### src/rtl/fb_fill_pkg.sv
// fb_fill_pkg: shared definitions for the fb_fill_dma block.
//   - CSR register offsets (csr_a[2:0])
//   - STATUS and CTRL bit positions
//   - Wishbone cycle-type (CTI) codes
//   - FSM state encoding
package fb_fill_pkg;

    localparam logic [2:0] REG_CTRL    = 3'd0;
    localparam logic [2:0] REG_STATUS  = 3'd1;
    localparam logic [2:0] REG_BASE    = 3'd2;
    localparam logic [2:0] REG_COUNT   = 3'd3;
    localparam logic [2:0] REG_PATTERN = 3'd4;
    localparam logic [2:0] REG_STEP    = 3'd5;
    localparam logic [2:0] REG_IRQ_EN  = 3'd6;

    localparam int ST_BUSY    = 0;
    localparam int ST_DONE    = 1;
    localparam int ST_ABORTED = 2;

    localparam int CTRL_START = 0;
    localparam int CTRL_ABORT = 1;

    localparam logic [2:0] CTI_CLASSIC = 3'b000;
    localparam logic [2:0] CTI_INCR    = 3'b010;
    localparam logic [2:0] CTI_END     = 3'b111;

    typedef enum logic [1:0] {
        S_IDLE   = 2'd0,
        S_XFER   = 2'd1,
        S_GAP    = 2'd2,
        S_FINISH = 2'd3
    } state_t;

endpackage

### src/rtl/fb_fill_csr.sv
// fb_fill_csr: CSR register file for fb_fill_dma.
// Holds BASE/COUNT/PATTERN/STEP/IRQ_EN and the sticky done/aborted flags,
// decodes CTRL writes into one-cycle start/abort pulses and produces the
// registered read data (zero whenever the page is not selected, so several
// CSR slaves can be OR-combined).
// Ports:
//   sys_clk, sys_rst          clock, synchronous active-high reset
//   csr_a, csr_we, csr_di     CSR bus in; csr_a[13:10] page, csr_a[2:0] register
//   csr_do                    registered read data
//   i_busy                    transfer in progress (blocks parameter writes)
//   i_set_done/i_set_aborted  completion events from the FSM
//   o_start/o_abort           CTRL write pulses
//   o_base..o_irq_en          register values
//   o_done/o_aborted          sticky status flags
module fb_fill_csr
    import fb_fill_pkg::*;
#(
    parameter logic [3:0] csr_addr = 4'h4
) (
    input  logic        sys_clk,
    input  logic        sys_rst,
    input  logic [13:0] csr_a,
    input  logic        csr_we,
    input  logic [31:0] csr_di,
    output logic [31:0] csr_do,
    input  logic        i_busy,
    input  logic        i_set_done,
    input  logic        i_set_aborted,
    output logic        o_start,
    output logic        o_abort,
    output logic [31:0] o_base,
    output logic [23:0] o_count,
    output logic [31:0] o_pattern,
    output logic [31:0] o_step,
    output logic        o_irq_en,
    output logic        o_done,
    output logic        o_aborted
);

    logic [31:2] r_base;
    logic [23:0] r_count;
    logic [31:0] r_pattern;
    logic [31:0] r_step;
    logic        r_irq_en;
    logic        r_done;
    logic        r_aborted;
    logic [31:0] r_csr_do;

    logic        w_sel;
    logic        w_wr;
    logic [2:0]  w_off;
    logic [31:0] w_rdata;
    logic        w_unused;

    assign w_sel    = (csr_a[13:10] == csr_addr);
    assign w_wr     = w_sel & csr_we;
    assign w_off    = csr_a[2:0];
    assign w_unused = ^csr_a[9:3];

    assign o_start   = w_wr && (w_off == REG_CTRL) && csr_di[CTRL_START];
    assign o_abort   = w_wr && (w_off == REG_CTRL) && csr_di[CTRL_ABORT];
    assign o_base    = {r_base, 2'b00};
    assign o_count   = r_count;
    assign o_pattern = r_pattern;
    assign o_step    = r_step;
    assign o_irq_en  = r_irq_en;
    assign o_done    = r_done;
    assign o_aborted = r_aborted;
    assign csr_do    = r_csr_do;

    always_comb begin
        w_rdata = 32'd0;
        case (w_off)
            REG_STATUS:  w_rdata = {29'd0, r_aborted, r_done, i_busy};
            REG_BASE:    w_rdata = {r_base, 2'b00};
            REG_COUNT:   w_rdata = {8'd0, r_count};
            REG_PATTERN: w_rdata = r_pattern;
            REG_STEP:    w_rdata = r_step;
            REG_IRQ_EN:  w_rdata = {31'd0, r_irq_en};
            default:     w_rdata = 32'd0;
        endcase
    end

    always_ff @(posedge sys_clk) begin
        if (sys_rst) begin
            r_base    <= '0;
            r_count   <= '0;
            r_pattern <= '0;
            r_step    <= '0;
            r_irq_en  <= 1'b0;
            r_done    <= 1'b0;
            r_aborted <= 1'b0;
            r_csr_do  <= '0;
        end else begin
            // Transfer parameters are frozen while a transfer runs.
            if (w_wr && !i_busy) begin
                case (w_off)
                    REG_BASE:    r_base    <= csr_di[31:2];
                    REG_COUNT:   r_count   <= csr_di[23:0];
                    REG_PATTERN: r_pattern <= csr_di;
                    REG_STEP:    r_step    <= csr_di;
                    default:     ;
                endcase
            end
            if (w_wr && (w_off == REG_IRQ_EN))
                r_irq_en <= csr_di[0];
            // Completion event takes priority over a same-cycle W1C.
            if (i_set_done)
                r_done <= 1'b1;
            else if (w_wr && (w_off == REG_STATUS) && csr_di[ST_DONE])
                r_done <= 1'b0;
            if (i_set_aborted)
                r_aborted <= 1'b1;
            else if (w_wr && (w_off == REG_STATUS) && csr_di[ST_ABORTED])
                r_aborted <= 1'b0;
            r_csr_do <= w_sel ? w_rdata : 32'd0;
        end
    end

endmodule

### src/rtl/fb_fill_dma.sv
// fb_fill_dma: framebuffer fill DMA. Writes COUNT words to memory starting
// at BASE; word n carries PATTERN + n*STEP and goes to BASE + 4n.
// Wishbone master (write-only) plus a CSR slave page.
// Build option: define FB_FILL_BURST_EN for incrementing bursts that never
// cross a 32-byte boundary (cti 010 ... 111); otherwise every beat is a
// classic cycle (cti 000) followed by one idle cycle.
// Ports:
//   sys_clk, sys_rst        clock, synchronous active-high reset
//   csr_a/csr_we/csr_di     CSR write/address inputs; csr_do registered read data
//   irq                     level interrupt = done & IRQ_EN
//   wb_*                    Wishbone master; a beat completes on stb & ack
//   o_dbg_state             current FSM state (fb_fill_pkg::state_t encoding)
module fb_fill_dma
    import fb_fill_pkg::*;
#(
    parameter logic [3:0] csr_addr = 4'h4
) (
    input  logic        sys_clk,
    input  logic        sys_rst,
    input  logic [13:0] csr_a,
    input  logic        csr_we,
    input  logic [31:0] csr_di,
    output logic [31:0] csr_do,
    output logic        irq,
    output logic [31:0] wb_adr_o,
    output logic [31:0] wb_dat_o,
    output logic [3:0]  wb_sel_o,
    output logic [2:0]  wb_cti_o,
    output logic [1:0]  wb_bte_o,
    output logic        wb_cyc_o,
    output logic        wb_stb_o,
    output logic        wb_we_o,
    input  logic        wb_ack_i,
    output logic [1:0]  o_dbg_state
);

    state_t      r_state;
    state_t      w_next;
    logic [31:2] r_adr;
    logic [31:0] r_dat;
    logic [23:0] r_remaining;
    logic        r_abort;

    logic        w_start;
    logic        w_abort_pulse;
    logic        w_busy;
    logic        w_set_done;
    logic        w_set_aborted;
    logic        w_done;
    logic        w_aborted;
    logic        w_irq_en;
    logic [31:0] w_base;
    logic [23:0] w_count;
    logic [31:0] w_pattern;
    logic [31:0] w_step;
    logic        w_beat;
    logic        w_last_word;
    logic        w_burst_end;
    logic        w_abort_pend;

    fb_fill_csr #(
        .csr_addr (csr_addr)
    ) u_csr (
        .sys_clk       (sys_clk),
        .sys_rst       (sys_rst),
        .csr_a         (csr_a),
        .csr_we        (csr_we),
        .csr_di        (csr_di),
        .csr_do        (csr_do),
        .i_busy        (w_busy),
        .i_set_done    (w_set_done),
        .i_set_aborted (w_set_aborted),
        .o_start       (w_start),
        .o_abort       (w_abort_pulse),
        .o_base        (w_base),
        .o_count       (w_count),
        .o_pattern     (w_pattern),
        .o_step        (w_step),
        .o_irq_en      (w_irq_en),
        .o_done        (w_done),
        .o_aborted     (w_aborted)
    );

    assign wb_adr_o    = {r_adr, 2'b00};
    assign wb_dat_o    = r_dat;
    assign wb_sel_o    = 4'hf;
    assign wb_bte_o    = 2'b00;
    assign wb_we_o     = 1'b1;
    assign irq         = w_done & w_irq_en;
    assign o_dbg_state = r_state;

    assign w_last_word  = (r_remaining == 24'd1);
    // An abort arriving on the same cycle as the final beat still counts.
    assign w_abort_pend = r_abort | w_abort_pulse;

    // A burst ends on the last word or on the last word slot of a 32-byte
    // line, which together give min(remaining, 8 - adr[4:2]) beats.
`ifdef FB_FILL_BURST_EN
    assign w_burst_end = w_last_word | (r_adr[4:2] == 3'b111);
`else
    assign w_burst_end = 1'b1;
`endif

    always_ff @(posedge sys_clk) begin
        if (sys_rst)
            r_state <= S_IDLE;
        else
            r_state <= w_next;
    end

    always_comb begin
        w_next        = r_state;
        w_busy        = 1'b0;
        wb_cyc_o      = 1'b0;
        wb_stb_o      = 1'b0;
        wb_cti_o      = CTI_CLASSIC;
        w_set_done    = 1'b0;
        w_set_aborted = 1'b0;
        w_beat        = 1'b0;
        case (r_state)
            S_IDLE: begin
                if (w_start)
                    w_next = (w_count == 24'd0) ? S_FINISH : S_XFER;
            end
            S_XFER: begin
                w_busy   = 1'b1;
                wb_cyc_o = 1'b1;
                wb_stb_o = 1'b1;
                w_beat   = wb_ack_i;
`ifdef FB_FILL_BURST_EN
                wb_cti_o = w_burst_end ? CTI_END : CTI_INCR;
`endif
                if (wb_ack_i && w_burst_end)
                    w_next = (w_last_word || w_abort_pend) ? S_FINISH : S_GAP;
            end
            S_GAP: begin
                w_busy = 1'b1;
                w_next = w_abort_pend ? S_FINISH : S_XFER;
            end
            S_FINISH: begin
                w_set_done    = ~r_abort;
                w_set_aborted = r_abort;
                w_next        = S_IDLE;
            end
            default: w_next = S_IDLE;
        endcase
    end

    always_ff @(posedge sys_clk) begin
        if (sys_rst) begin
            r_adr       <= '0;
            r_dat       <= '0;
            r_remaining <= '0;
            r_abort     <= 1'b0;
        end else begin
            if ((r_state == S_IDLE) && w_start) begin
                r_adr       <= w_base[31:2];
                r_dat       <= w_pattern;
                r_remaining <= w_count;
                r_abort     <= 1'b0;
            end
            if (w_beat) begin
                r_adr       <= r_adr + 30'd1;
                r_dat       <= r_dat + w_step;
                r_remaining <= r_remaining - 24'd1;
            end
            if (w_busy && w_abort_pulse)
                r_abort <= 1'b1;
        end
    end

endmodule

### config.mk
export PLATFORM = sky130hd
export DESIGN_NAME = fb_fill_dma
export DESIGN_NICKNAME = d
export VERILOG_FILES = /design/src/rtl/fb_fill_pkg.sv /design/src/rtl/fb_fill_csr.sv /design/src/rtl/fb_fill_dma.sv
export SDC_FILE = /design/constraint.sdc
export NUM_CORES = 1
export LEC_CHECK = 0
export CORE_AREA = 2 2 150 152
export CTS_BUF_LIST = sky130_fd_sc_hd__clkbuf_16
export DETAILED_ROUTE_END_ITERATION = 16
export DIE_AREA = 0 0 152 154
export PLACE_DENSITY = 0.8
export SKIP_LAST_GASP = 1
export SLEW_MARGIN = 20
export SYNTH_ARGS = -nofsm -noshare
export SYNTH_HDL_FRONTEND = slang
export SYNTH_SLANG_ARGS = --single-unit
export TNS_END_PERCENT = 20
### constraint.sdc
create_clock -name sys_clk -period 2.47 [get_ports sys_clk]
set_input_delay 0.3705 -clock sys_clk [delete_from_list [all_inputs] [get_ports sys_clk]]
set_output_delay 0.3705 -clock sys_clk [all_outputs]
set_load 0.02 [all_outputs]
== Word-level counts from Yosys, hierarchy flattened ==
Cells that the tools add are included.
Widths: inputs -> output; s select.

* Add/subtract/negate cells: 3
* $mul: 0
* Divide/modulo/power cells: 0
* Order comparisons: 0
* Eq/ne operators: 13
* Shift-type cells: 0
* Muxes and demuxes: 24
* Bitwise gates (word level): 5
* Reduce and logical (&&, ||, !) cells: 26

{| class="wikitable"
|+ Operators by type and width
! operator !! count
|-
| $pmux 32 s6 || 1
|-
| $mux 32 || 2
|-
| $mux 30 || 2
|-
| $mux 24 || 2
|-
| $add 32x32->32 || 1
|-
| $add 30x1->30 const B || 1
|-
| $eq 24x1->1 const B || 1
|-
| $logic_not 24->1 || 1
|-
| $sub 24x1->24 const B || 1
|-
| $mux 1 || 12
|-
| $logic_and 1x1->1 || 10
|-
| $reduce_and 2->1 || 5
|-
| $eq 3x3->1 const B || 3
|-
| $mux 2 || 4
|-
| $pmux 2 s4 || 1
|-
| $reduce_bool 2->1 || 4
|-
| $eq 3x2->1 const B || 2
|-
| $eq 2x2->1 const B || 2
|-
| $eq 4x3->1 const B || 1
|-
| $ne 2x2->1 const B || 2
|-
| $reduce_or 2->1 || 2
|-
| $eq 3x1->1 const B || 1
|-
| $logic_not 3->1 || 1
|-
| $and 1x1->1 || 2
|-
| 6 further kinds || 7
|}

* Register bits after elaboration: 242
* Bits in latches: 0
* RAM bits: 0
* Memory bits (read-only): 0
* Input bits: 50
* Output and inout bits: 111
* Word-level logic and storage cells: 84
* Memories: 0

== Logic depth before layout (Yosys ltp) ==
* Depth in word-level cells: 9
* Gate-level depth with buffers: 10
* Gate-level depth less buffers: 9

== By module ==
From an unflattened synthesis, not the netlist that was laid out.

* Cells, all modules: 1450
* Area total of the unflattened synthesis: 12854.8 µm²

{| class="wikitable"
|+ Modules (own cells, without submodules)
! module !! times used !! cells an instance !! area each (µm²) !! seq. area each (µm²)
|-
| fb_fill_csr || 1 || 618 || 6483.7 || 3062.9
|-
| fb_fill_dma || 1 || 832 || 6371.1 || 1781.7
|}

== Least setup slack after synthesis ==
OpenSTA, ideal clock, no wires.

* Kind: reg2reg
* Start point: register r_state[0], in the netlist o_dbg_state[0]
* End point: register r_adr[25] in the netlist's numbering
* Setup time: 0.115 ns
* Data arrival time: 2.364 ns
* Data required time: 2.355 ns
* Slack: -0.009 ns
* Stages on the path, launching flop included: 9
* Path buffers: 1
* Clock period less this slack: 2.479 ns
* Path through: dfxtp_1 > ha_1 > and2_1 > clkbuf_1 > nand4_1 > nor3_1 > and3_1 > nor3_1 > a2111oi_0

* Cells in the longest elaborated chain, start to end: 3
* Elaborated cells on any way between the ends: 6
* Classes of those cells: 1 x eq/ne; 2 x mux; 3 x reduce/logical

{| class="wikitable"
|+ Ends and longest elaborated chain
! item !! RTL line !! text
|-
| from (decl) || fb_fill_dma.sv:37 || <nowiki>state_t r_state;</nowiki>
|-
| from (signal assigned) || fb_fill_dma.sv:108 || <nowiki>r_state <= w_next;</nowiki>
|-
| $eq 2x1->1 or $logic_not 2->1 (tied branches) || fb_fill_dma.sv:120, fb_fill_dma.sv:156 ||
|-
| $mux 1 or $logic_and 1x1->1 (tied branches) || fb_fill_dma.sv:120, fb_fill_dma.sv:156 ||
|-
| $mux 30 or $reduce_bool 2->1 (tied branches) || -- ||
|-
| to (signal assigned) || fb_fill_dma.sv:157 || <nowiki>r_adr <= w_base[31:2];</nowiki>
|-
| to (signal assigned) || fb_fill_dma.sv:163 || <nowiki>r_adr <= r_adr + 30'd1;</nowiki>
|-
| to (decl) || fb_fill_dma.sv:39 || <nowiki>logic [31:2] r_adr;</nowiki>
|}

Several ways; a longest one is shown, not always the timed one.
A chain may end at the register's enable or synchronous reset.

== Worst setup path after layout ==
* Start point: register u_csr.r_step[6], in the netlist u_csr.o_step[6]
* End point: register r_dat[27], in the netlist wb_dat_o[27]

* Cells in the longest elaborated chain, start to end: 2

{| class="wikitable"
|+ Ends and longest elaborated chain
! item !! RTL line !! text
|-
| from (decl) || fb_fill_csr.sv:43 || <nowiki>logic [31:0] r_step;</nowiki>
|-
| from (signal assigned) || fb_fill_csr.sv:101 || <nowiki>REG_STEP: r_step <= csr_di;</nowiki>
|-
| $add 32x32->32 || fb_fill_dma.sv:164 || <nowiki>r_dat <= r_dat + w_step;</nowiki>
|-
| $mux 32 || fb_fill_dma.sv:162 || <nowiki>if (w_beat) begin</nowiki>
|-
| to (signal assigned) || fb_fill_dma.sv:158 || <nowiki>r_dat <= w_pattern;</nowiki>
|-
| to (signal assigned) || fb_fill_dma.sv:164 ||
|-
| to (decl) || fb_fill_dma.sv:40 || <nowiki>logic [31:0] r_dat;</nowiki>
|}

No other way between the ends.

==> key figures <==
Outcome
  • Run status: complete, no violations

Routing
  • Routed Antenna Nets: 0
  • Via Count: 12900
  • Final wirelength: 41600 um
  • WL per Instance: 20.1 um
  • Iter 0 DRT Violations: 1483
  • DR DRC count: 0
  • Detailed-route vias per instance: 6.26
  • First-pass iteration count of the detailed router: 7

Floorplanning
  • Die Area: 0.0234 mm^2
  • Die W: 152 um
  • Top-Level Pins: 161
  • Area of the core: 0.0217 mm^2
  • Number of core rows: 54
  • Die H: 154 um
  • Initial core utilization: 0.556

Yosys
  • Top_reg_cell synth: dfxtp_1
  • EDFF count, synth: 0
  • Post-Syn Instances: 1570
  • Seq/Total Area, Yosys: 0.402
  • Top post-synthesis cells by area: dfxtp_1, nand2_1, a21oi_1, ha_1, nor2_1
  • Syn avg cell area: 7.68 um^2
  • Syn. warnings: 0
  • Syn Std Cell Area: 0.0121 mm^2
  • Synth top area share: 0.402
  • Share of async-settable or async-resettable flops after synthesis: 0
  • Synthesized flop and latch total: 242
  • Yosys top cell by area: dfxtp_1
  • Unique masters post-synth: 76

Power and ir drop
  • Peak VDD IR: 0.407 mV
  • Pwr Density: 642 mW/mm^2
  • Static leakage: 5.72 nW

Cells and area
  • Antenna Cells: 0
  • Total area of sequential cells: 0.00484 mm^2
  • Area growth from synthesis to layout: 28.5%
  • Share of cells above drive strength 1: 0.117
  • Fin util: 0.715
  • Area of the multi-input gates: 0.00680 mm^2
  • Fill count: 1656
  • Final Net Count: 1863

Hold path
  • Worst hold start: sys_rst
  • Min-delay worst type: in2reg
  • Hold Path Stages: 2
  • Hold Crit Endpoint: u_csr.o_step[14]

Worst setup path
  • R2R depth: 9
  • Crit path kind: reg2reg
  • Crit path DAT: 2860 ps
  • Worst EP required: 2870 ps
  • R2R Path Start: u_csr.o_step[6]
  • CP dominant cell by count: or3_1
  • RR Endpoint: wb_dat_o[27]
  • Reg-to-reg slack, setup: 9 ps
  • Critical path, cell by cell: ha_4, and2_1, or3_1, o211ai_1, buf_4, a31oi_4, a22oi_2, nor3_1, or3_1
  • Crit path largest cell delay: 430 ps
  • Critical Path Slowest Stage Cell: dfxtp_1
  • Crit. End Element: flip-flop
  • Critical path startpoint category: flip-flop
  • Critical Path Fanout Max: 5

Clock network
  • Skew-Pair Late Insertion Delay: 530 ps
  • CTS buffer count: 25
  • CTS tree: yes
  • Clock-pin slew on the worst setup and hold paths: 70 ps
  • Clk buf depth: 3
  • CTS H-tree lvls: 1
  • Root Buffer: clkbuf_16
  • Sink Count: 242
  • Hold buffer count at CTS: 0

Timing
  • Final Hold Fails: 0
  • Worst Tran Pin Value: 662 ps
  • Slew margin rel.: 0.559
  • Worst Skew: 20.9 ps
  • Time the worst path needs with I/O delays and setup: 2460 ps
  • Endpoints failing setup: 0
  • Total negative setup slack: 0 ps
  • Unrepaired setup endpoints after global routing: yes
  • Fin. max-slew vios: 0
  • F_max: 406 MHz
  • Period utilization: 0.996

Global route
  • Initial antenna violation count: 0
  • Gr usage total: 0.340
  • Largest net degree at the start of global routing: 76
  • First-pass GRT wire length: 65300 um
  • Total grt overflow: 0
  • Vias in the first global route: 12100

Placed design
  • Placer congestion estimate: 0.894
  • DP HPWL: 30200 um
  • PortBufs: 141

Flow run
  • Max Cap Viol: 0
cells in the final DEF (no fill, tap or decap), types with 25 or more instances in the layout:
cell / netlist / routed
a21oi_1: 226 / 224
clkbuf_16: 0 / 25
clkdlybuf4s50_1: 0 / 140
dfxtp_1: 242 / 242
a22oi_1: 48 / 47
nand2_1: 352 / 351
nor3_1: 37 / 37
ha_1: 38 / 35
buf_4: 15 / 125
nor2_1: 110 / 110
and3_1: 35 / 35
o21ai_0: 49 / 48
per-stage QoR:
step	instances	hold slack (ps)	worst slack [ps]	cell area [um^2]	total power [mW]
floorplan	1580	441	56.2	12100	5.53
global placement	2026	462	-194	14600	6.28
detailed placement	2026	464	-308	14600	6.34
CTS	2067	237	-70.2	15400	9.90
global route	2068	267	-49.7	15500	10.3
finish	2068	241	9.35	15500	9.95
cell type report:
class                      instances  share of cell area
tap                              280              0.0226
sequential                       242               0.313
inverter                          17             0.00412
timing repair buffer             282               0.172
clock inverter                    16             0.00904
clock buffer                      25              0.0404
multi-input combinational       1206               0.439
worst max-delay path, delay by kind of cell (launching register included):
kind	cells	cell delay [ps]
buffers and inverters	1	180
DFF	1	430
and+or+nand+nor	4	930
AOI/OAI and AO/OA	3	550
adders and majority gates	1	250
repair_timing:
| action | in CTS | in global routing |
|---|---|---|
| pin swaps | 0 | 4 |
| resized for setup | 4 | 20 |
| endpoints found under the setup margin | 12 | 21 |
| setup buffers | 0 | 1 |
| endpoints found under the hold margin | 0 | 0 |
power by group:
part / internal, mW / leakage (nW) / switching [mW]
Sequential: 4.08 / 1.95 / 0.186
Clock: 2.04 / 0.382 / 1.59
Combinational: 0.921 / 3.38 / 1.14
logic make-up after synthesis:
group,synth area share
AO/OA/AOI/OAI,0.238
XOR/XNOR,0.0131
adder cells (fa/ha/maj),0.0411
buffers and inverters,0.0474
flip-flops,0.402
multiplexers,0.0184
other,0.000623
AND/OR/NAND/NOR,0.240
flip-flops by register name (all words and copies together), names as in the netlist:
register	flops
r_abort	1
u_csr.o_irq_en	1
u_csr.o_aborted	1
wb_dat_o	32
r_remaining	24
u_csr.o_pattern	32
u_csr.o_step	32
u_csr.csr_do	32
u_csr.o_count	24
u_csr.o_done	1
o_dbg_state	2
r_adr	30
u_csr.r_base	30
how the worst max path moves through the flow:
stage | startpoint | endpoint
final | u_csr.o_step[6] | wb_dat_o[27]
after global routing | u_csr.o_step[15] | wb_dat_o[28]
after CTS | wb_dat_o[0] | wb_dat_o[27]
after detailed placement | csr_a[11] | wb_dat_o[21]
after global placement | csr_a[11] | wb_dat_o[30]
after floorplan | wb_dat_o[17] | wb_dat_o[27]
synth_stat cells, types with 15 or more instances:
library cell and number:
a22oi_1 48, o21ai_0 49, a311oi_1 16, buf_2 16
nand2_1 352, clkbuf_1 82, nor2_1 110, and3_1 35
dfxtp_1 242, nor3_1 37, a211oi_1 22, a21o_1 16
nand4_1 15, inv_1 17, mux2i_1 21, nand3_1 25
buf_4 15, a21oi_1 226, or3_1 15, ha_1 38
metal layers:
layer  routed length [um]  track usage  share of wire  vias to the layer above
li1                     -            -              -                     5996
met1                16900        0.473           0.41                     6030
met2                18600        0.535           0.45                      794
met3                 4440       0.0459           0.11                      127
met4                 1710        0.141          0.041                        0
met5                    0            0              0                        -
Power figures use the tool's default switching activity.
